--- src/rtl/mod96_pkg.sv ---
// mod96_pkg
// Shared constants and types for the 96-bit to 64-bit modular reducer.
//   D_WIDTH        : width of the unreduced operand A
//   P_WIDTH        : width of the modulus and of the reduced result
//   MOD_GOLDILOCKS : target modulus N = 2^64 - 2^32 + 1
//   t1_t           : 65-bit stage-1 partial sum (carry + 64 bits)
//   t2_t           : 66-bit stage-2 value t1 - d
package mod96_pkg;

  localparam int D_WIDTH = 96;
  localparam int P_WIDTH = 64;

  localparam logic [63:0] MOD_GOLDILOCKS = 64'hFFFFFFFF_00000001;

  typedef logic [64:0] t1_t;
  typedef logic [65:0] t2_t;

endpackage

--- src/rtl/mod96_cond_sub.sv ---
// mod96_cond_sub
// Combinational final correction: picks t2, t2 - N or t2 - 2N, whichever is
// the largest non-negative candidate, and returns its low 64 bits.
// Ports:
//   t2    in  66  value to reduce, t2 < 2^65 < 3N
//   ninv2 in  65  ~{1'b0, N}
//   res   out 64  t2 mod N
module mod96_cond_sub
  import mod96_pkg::*;
(
  input  t2_t         t2,
  input  logic [64:0] ninv2,
  output logic [63:0] res
);

  logic [66:0] u1;
  logic [66:0] u2;
  logic        unused_high_bits;

  // 67-bit two's complement: {2'b11, ~N} + 1 is -N, and {1'b1, ~N, 1'b1} + 1
  // is ~(2N) + 1 = -2N, so bit 66 is the sign of each difference.
  assign u1 = {1'b0, t2} + {2'b11, ninv2} + 67'd1;
  assign u2 = {1'b0, t2} + {1'b1, ninv2, 1'b1} + 67'd1;

  // Bits 65:64 of the differences are zero whenever a candidate is selected.
  assign unused_high_bits = ^{u1[65:64], u2[65:64]};

  always_comb begin
    res = t2[63:0];
    if (!u2[66]) begin
      res = u2[63:0];
    end else if (!u1[66]) begin
      res = u1[63:0];
    end
  end

endmodule

--- src/rtl/mod96_reduce_pipe.sv ---
// mod96_reduce_pipe
// Three-stage pipelined reduction of a 96-bit value A = d*2^64 + ef modulo N,
// using 2^64 == 2^32 - 1 (mod N), i.e. A == ef + d*2^32 - d.
// Ports:
//   clk, rst           clock and synchronous active-high reset
//   in_valid/in_ready  operand handshake into stage 1
//   efD_in             low 64 bits of A (2^32*e + f)
//   dHD_in             d shifted up by 32
//   dLDinv_in          ~{32'h0, d}
//   Ninv2_in           ~{1'b0, N}
//   t1_s_out/t1_c_out  stage-1 partial sum, sent to the preprocessing stage
//   t1D_in             {t1_c_out, t1_s_out} returned by the preprocessing stage
//   out_valid/out_ready result handshake out of stage 3
//   res_out            A mod N
module mod96_reduce_pipe
  import mod96_pkg::*;
(
  input  logic        clk,
  input  logic        rst,
  input  logic        in_valid,
  output logic        in_ready,
  input  logic [63:0] efD_in,
  input  logic [63:0] dHD_in,
  input  logic [63:0] dLDinv_in,
  input  logic [64:0] Ninv2_in,
  output logic [63:0] t1_s_out,
  output logic        t1_c_out,
  input  t1_t         t1D_in,
  output logic        out_valid,
  input  logic        out_ready,
  output logic [63:0] res_out
);

  logic        v1;
  logic        v2;
  logic        v3;
  logic        ready1;
  logic        ready2;
  logic        ready3;

  logic [63:0] dldinv_1;
  logic [64:0] ninv2_1;
  t2_t         t2_2;
  logic [64:0] ninv2_2;

  t1_t         t1_next;
  t2_t         t2_next;
  logic [63:0] res_next;

  // A stage can take new data when it is empty or its content moves on.
  assign ready3   = ~v3 | out_ready;
  assign ready2   = ~v2 | ready3;
  assign ready1   = ~v1 | ready2;
  assign in_ready = ready1;

  assign out_valid = v3;

  // ef + d*2^32 fits in 65 bits, so the carry captures the full sum.
  assign t1_next = {1'b0, efD_in} + {1'b0, dHD_in};

  // {2'b11, ~{32'h0, d}} + 1 is -d in 66 bits; t1 >= d*2^32 >= d keeps t2 >= 0.
  assign t2_next = {1'b0, t1D_in} + {2'b11, dldinv_1} + 66'd1;

  mod96_cond_sub u_cond_sub (
    .t2    (t2_2),
    .ninv2 (ninv2_2),
    .res   (res_next)
  );

  // Each stage captures only when it advances and its source holds a valid
  // item, so stalled stages keep their contents bit-exact.
  always_ff @(posedge clk) begin
    if (rst) begin
      v1       <= 1'b0;
      v2       <= 1'b0;
      v3       <= 1'b0;
      t1_s_out <= '0;
      t1_c_out <= 1'b0;
      dldinv_1 <= '0;
      ninv2_1  <= '0;
      t2_2     <= '0;
      ninv2_2  <= '0;
      res_out  <= '0;
    end else begin
      if (ready1) begin
        v1 <= in_valid;
        if (in_valid) begin
          {t1_c_out, t1_s_out} <= t1_next;
          dldinv_1             <= dLDinv_in;
          ninv2_1              <= Ninv2_in;
        end
      end
      if (ready2) begin
        v2 <= v1;
        if (v1) begin
          t2_2    <= t2_next;
          ninv2_2 <= ninv2_1;
        end
      end
      if (ready3) begin
        v3 <= v2;
        if (v2) begin
          res_out <= res_next;
        end
      end
    end
  end

endmodule

--- config.mk ---
export PLATFORM = sky130hd
export DESIGN_NAME = mod96_reduce_pipe
export DESIGN_NICKNAME = d
export VERILOG_FILES = /design/src/rtl/mod96_pkg.sv /design/src/rtl/mod96_cond_sub.sv /design/src/rtl/mod96_reduce_pipe.sv
export SDC_FILE = /design/constraint.sdc
export NUM_CORES = 1
export LEC_CHECK = 0
export ABC_CLOCK_PERIOD_IN_PS = 8100
export CAP_MARGIN = 15
export CORE_UTILIZATION = 53
export DETAILED_ROUTE_END_ITERATION = 16
export PLACE_DENSITY = 0.79
export SETUP_SLACK_MARGIN = 0.5
export SLEW_MARGIN = 25
export SYNTH_ARGS = -nofsm -noshare
export SYNTH_HDL_FRONTEND = slang
export SYNTH_SLANG_ARGS = --single-unit
--- constraint.sdc ---
create_clock -name clk -period 8.1 [get_ports clk]
set_input_delay 1.62 -clock clk [delete_from_list [all_inputs] [get_ports clk]]
set_output_delay 1.62 -clock clk [all_outputs]
set_load 0.005 [all_outputs]
==> metrics, run 1 <==
status=finished, final reports clean; Setup TNS Final=0 ps; fin. max-slew vios=0; minimum clock period=4980 ps; Crit. End Element=output port; root buffer cell=clkbuf_16; Placer Congestion=1.03; worst setup margin=3120 ps; die area=56,800 um^2; initial antenna violation count=18; vias=30,900; Synth area leaders=dfxtp_1 26%, ha_1 11%, a21oi_1 10%, nand2_1 10%, a21o_1 4.0%; #FFs+latches synth=392; Fill cells=4,998; Layout Skew=35.2 ps; initial DRC count=2,874; Synth Flop Type=dfxtp_1; clock share of power=0.370; Clock Tree Buf Depth=3; dpl cell area=34,400 um^2; Setup violations, final=0; number of CTS-inserted buffers=44; most frequent cells after synthesis=797 x nand2_1, 606 x a21oi_1, 392 x dfxtp_1; R2R cell count=17; Power, Total=0.00566 W; Hold Path Origin=ninv2_1[18]; fin nets=4,923; power share of the sequential group=0.380; slew margin rel.=0.282; number of routed nets with antenna violations=0; Skew-Pair Late Insertion Delay=590 ps; drt first pass iters=6; P_leak=14.8 nW; RSZ-0062 raised after global routing=no; WL final=105,000 um; post-CTS resize count=0; number of buffers added on ports=456; r2r endpoint=res_out[58]; largest area contributor in the netlist=dfxtp_1; pwr dens=157 nW/um^2; R2R Path Start=t2_2[0]; Worst-Margin Slew=1060 ps; Finished Core Util=0.651; Worst Setup SP=out_ready; worst slack, placed=2590 ps; htree depth=2; YS warnings=0; count of flip-flops with a built-in enable after synthesis=0; Worst Hold Depth=2; final hold violation count=0; Fmax=0.201 GHz; Worst Hold Path EP=ninv2_2[18]; Post-Syn Area per Cell=7.27 um^2; Sw Share=0.308; post-synthesis cell type count=78; Post-Syn Area=29,600 um^2; vias in the first global route=28,700; Arr. time, crit path=3360 ps; reg2reg setup slack=3470 ps; post-synth top area share=0.265; period utilization=0.615; most frequent cell after synthesis=nand2_1; layout cells sized above 1=0.0302; clock sinks=392; Max Cap Viol=0; core region area=55,200 um^2; # DRC=0; Post-Syn Instances=4,074; worst IR drop on VDD=0.146 mV; data required time of the worst path=6480 ps; sw power=0.00174 W; GRT overflow=0; CP Class=in -> out; CTS Hold Bufs=0; Ports=457; sequential-to-total area share from yosys stat=0.265; Initial Util=0.537; Synth Net Count=4,662; Post CTS Setup Buffer Count=0; CP startpoint kind=input pin; largest net degree at the start of global routing=180; ys async rst share=0; Total GRT Usage=0.358; Hold Crit Class=reg -> reg; critical path fanouts, max=7; Die H=238 um; TritonCTS clock tree=done; routed length per placed instance=20.4 um; Clock transition at path regs=60 ps; Combinational Power Share=0.250; vias per cell=6.04; first-pass GRT wire length=161,000 um; internal power=0.00392 W; final instance area=35,900 um^2; DP HPWL=81,400 um; row count=86; area growth from synthesis to final layout=21.3%; Chip Width=238 um
-- logic make-up after synthesis --
family	share of synthesized area
and+or+nand+nor	0.209
buffers and inverters	0.0432
DFF	0.265
AOI/OAI and AO/OA	0.298
adders and majority gates	0.112
muxes	0.0105
xor gates and xnor gates	0.0633
-- critical path: stages --
cell and delay, ps:
clkdlybuf4s50_1 400, nor2b_1 540, nand3_1 280, clkdlybuf4s50_1 510
-- state kept, by name, summed over array words and instances, names as in the netlist --
name       count
t1_c_out       1
res_out       64
ninv2_2       65
v2             1
v1             1
dldinv_1      64
ninv2_1       65
t2_2          66
t1_s_out      64
out_valid      1
-- cell type report --
class / count / area (um^2) / area share
clock buffers: 57 / 1230 / 0.0342
multi-input cells: 3344 / 20600 / 0.572
repair buffers: 479 / 4770 / 0.133
diodes: 11 / 27.5 / 0.000766
flip-flops and latches: 392 / 7850 / 0.218
inverters: 74 / 278 / 0.00773
well taps: 748 / 936 / 0.0260
clock inverters: 22 / 287 / 0.00797
-- cell usage in the layout (no fill, tap or decap), types with 26 or more instances in the layout --
cell / instances
a31oi_1: 55
nor2_1: 227
o21ai_0: 201
a211oi_1: 49
a21oi_1: 606
o21bai_1: 42
nor3_1: 58
inv_1: 74
nor2b_1: 28
dfxtp_1: 392
clkdlybuf4s50_1: 455
o21ai_1: 33
nand2b_1: 26
o21a_1: 41
nand4_1: 76
o211ai_1: 47
a21o_1: 159
xor2_1: 83
xnor2_1: 131
nand3_1: 68
clkbuf_16: 44
nand2_1: 795
ha_1: 258
-- through the flow --
stage               cells  hold WS, ps
floorplan            4074          432
global placement     5037          437
detailed placement   5037          443
CTS                  5116          452
global route         5123          464
finish               5127          450
-- worst max-delay path by stage --
stage                               to  cells after the start
after floorplan           t1_s_out[61]                     13
after global placement    t1_s_out[61]                     13
after detailed placement  t1_s_out[61]                     13
after CTS                     in_ready                      4
after global routing          t2_2[62]                     13
final                         in_ready                      4
-- metal layers --
metal | global-route usage | vias to the layer above | wire length (um)
met5 | 0 | - | 82
li1 | - | 15200 | -
met3 | 0.0683 | 177 | 9450
met4 | 0.105 | 12 | 3240
met1 | 0.489 | 14300 | 46000
met2 | 0.569 | 1281 | 45900
-- power groups by stage --
| stage | registers (W) | logic [W] | clock network [W] |
|---|---|---|---|
| 2_1_floorplan | 0.00215 | 0.000874 | 0 |
| 3_3_place_gp | 0.00218 | 0.00138 | 0 |
| 3_5_place_dp | 0.00218 | 0.00138 | 0 |
| 4_1_cts | 0.00214 | 0.00139 | 0.00213 |
| 5_1_grt | 0.00216 | 0.00154 | 0.00220 |
| 6_report | 0.00215 | 0.00141 | 0.00210 |
Note: power is estimated with default switching activity, not from simulation.
==> run 2, diff against run 1 <==
- ABC_CLOCK_PERIOD_IN_PS: 8100 -> 4300
- CORE_UTILIZATION: 53 -> 50
- PLACE_DENSITY: 0.79 -> 0.78
- clock period: 8.1 -> 4.3 ns (I/O delays scaled with it)
==> run 2 against run 1 <==
  * Worst setup slack got worse by 2700 ps
  * Core utilization decreased by 0.12 points
  * Flip-flop and latch count unchanged
  * Non-clock buffer count increased by 176
  * Combinational power increased by 110%
  * Largest power group unchanged
==> metrics, run 2 (same netlist as run 1, synthesis figures left out) <==
Reg area=7850 um^2 (about the same); final hold violation count=0 (unchanged); routed wl met2=49,500 um (+8.0%); worst IR drop on VDD=0.378 mV (+160%); P_leak=15.8 nW (+6.4%); slew margin rel.=0.231 (-0.0507); die area=60,200 um^2 (+5.9%); fin nets=5,100 (+3.6%); Initial Util=0.510 (-0.0271); Top delay family on crit path=compound AO/OA/AOI/OAI gates; first-pass GRT wire length=169,000 um (+4.9%); top flop regs=t2_2 (66), ninv2_1 (65), ninv2_2 (65); initial antenna violation count=14 (-4); CP max stage delay=380 ps (-160 ps); Arr. time, crit path=4300 ps (+940 ps); TritonCTS clock tree=done; RSZ-0062 raised after global routing=yes; most frequent CP cell=o21ai_2; row count=88 (+2.3%); vias=32,300 (+4.5%); most common cell after layout, fill and taps aside=nand2_1; WL final=111,000 um (+6.4%); wl on met1=48,100 um (+4.7%); highest routed layer=met5; Worst Setup SP=ninv2_2[0]; CP Class=reg -> reg; Placer Congestion=1.02 (-1.1%); Setup violations, final=0 (unchanged); status=finished, final reports clean; Inst Count DP=5,213 (+3.5%); period utilization=0.896; number of buffers added on ports=456 (unchanged); largest net degree at the start of global routing=101 (-44%); area growth from synthesis to final layout=27.5%; number of routed nets with antenna violations=0 (unchanged); Power, Total=0.0109 W (+93%); Chip Width=245 um (+2.9%); CP startpoint kind=flip-flop; cell-by-cell trace of the critical path=inv_2 -> ha_4 -> inv_2 -> fa_2 -> a21o_1 -> a2111oi_4 -> o21ai_2 -> a211oi_2 -> o211ai_1 -> nand3_1 -> o21ai_2 -> or2_4 -> clkbuf_16 -> mux2_1 -> o21ai_2 -> a21oi_1; Fill cells=5,273 (+5.5%); Max Cap Viol=0 (unchanged); Setup TNS Final=0 ps (unchanged); Layout Skew=36.4 ps (+1.20 ps); data required time of the worst path=4750 ps (-1730 ps); fin. max-slew vios=0 (unchanged); Hold Crit Class=reg -> reg; CP max-delay cell=fa_2; # DRC=0 (unchanged); Hold Path Origin=ninv2_1[0]; GRT overflow=0 (unchanged); dpl cell area=35,700 um^2 (+3.7%); htree depth=2 (unchanged); Fmax=0.260 GHz; drt first pass iters=6 (unchanged); minimum clock period=3850 ps; routed length per placed instance=20.9 um (+2.6%); number of flip-flops in the largest register=66 (unchanged); number of CTS-inserted buffers=45 (+2.3%); Clock Tree Buf Depth=3 (unchanged); Ports=457 (unchanged); final instance area=37,800 um^2 (+5.1%); Worst Hold Slack=438 ps (-11.4 ps); WL met3=9920 um (+4.9%); CTS Hold Bufs=0 (unchanged); buffer and inverter count on the worst path=3 (+1); critical path fanouts, max=9 (+2); R2R Path Start=ninv2_2[0]; pwr dens=290 nW/um^2 (+84%); commonest non-fill, non-tap cells in the layout=793 x nand2_1, 597 x a21oi_1, 455 x clkdlybuf4s50_1, 390 x dfxtp_1, 251 x ha_1; initial DRC count=2,819 (-1.9%); final std cells w/o fill=5,317 (+3.7%); root buffer cell=clkbuf_16; vias per cell=6.08 (+0.72%); Most flops, register=t2_2; DP HPWL=86,500 um (+6.3%); Die H=245 um (+2.9%); Worst-Margin Slew=1150 ps (+85.7 ps); Crit. End Element=flip-flop; core region area=58,100 um^2 (+5.3%); multi-input combinational cell area=20,800 um^2 (+1.4%); Clock transition at path regs=60 ps (about the same); Skew-Pair Late Insertion Delay=610 ps (+20 ps); layout cells sized above 1=0.0795 (+0.0492); Total GRT Usage=0.354 (-0.00388); clock sinks=392 (unchanged); vias in the first global route=30,000 (+4.6%)
run 2: cell type report:
type,instances,area share
clock buffers,60,0.0337
clock inverters,18,0.00590
diodes,9,0.000596
flip-flops and latches,392,0.208
well taps,765,0.0253
multi-input cells,3344,0.552
repair buffers,655,0.167
inverters,74,0.00735
run 2: final timing paths:
kind | cells past startpoint | to | slack (ps)
worst max-delay path | 16 | res_out[16] | 450
worst min-delay path | 2 | ninv2_2[0] | 440
worst max register to register | 16 | res_out[16] | 450
worst min register to register | 2 | ninv2_2[0] | 440
run 2: worst min-delay path, stage by stage (launching register included):
cell and delay [ps]:
dfxtp_1 310, nand2_1 50, a21oi_1 50
run 2: metrics by stage:
step	util	setup slack (ps)
final	0.650	448
after global placement	0.614	-113
after floorplan	-	523
after global routing	0.650	319
after detailed placement	0.614	-118
after CTS	0.641	503
run 2: what timing repair did:
| item | 4_1_cts | 5_1_grt |
|---|---|---|
| buffers inserted | 1 | 9 |
| gates cloned | 1 | 6 |
| resized for setup | 17 | 64 |
| hold endpoints to repair | 0 | 0 |
| pin swaps | 11 | 39 |
| endpoints found under the setup margin | 38 | 57 |
run 2: per-layer routing:
| layer | up-vias | track usage |
|---|---|---|
| met1 | 15200 | 0.485 |
| met2 | 1409 | 0.558 |
| li1 | 15600 | - |
| met5 | - | 0 |
| met4 | 14 | 0.126 |
| met3 | 192 | 0.0578 |
run 2: report_power, final:
group          total, W  switching (W)  leakage [nW]  internal, W
logic           0.00292        0.00156          11.8      0.00136
registers       0.00405       0.000207          3.21      0.00385
clock network   0.00398        0.00165         0.723      0.00232
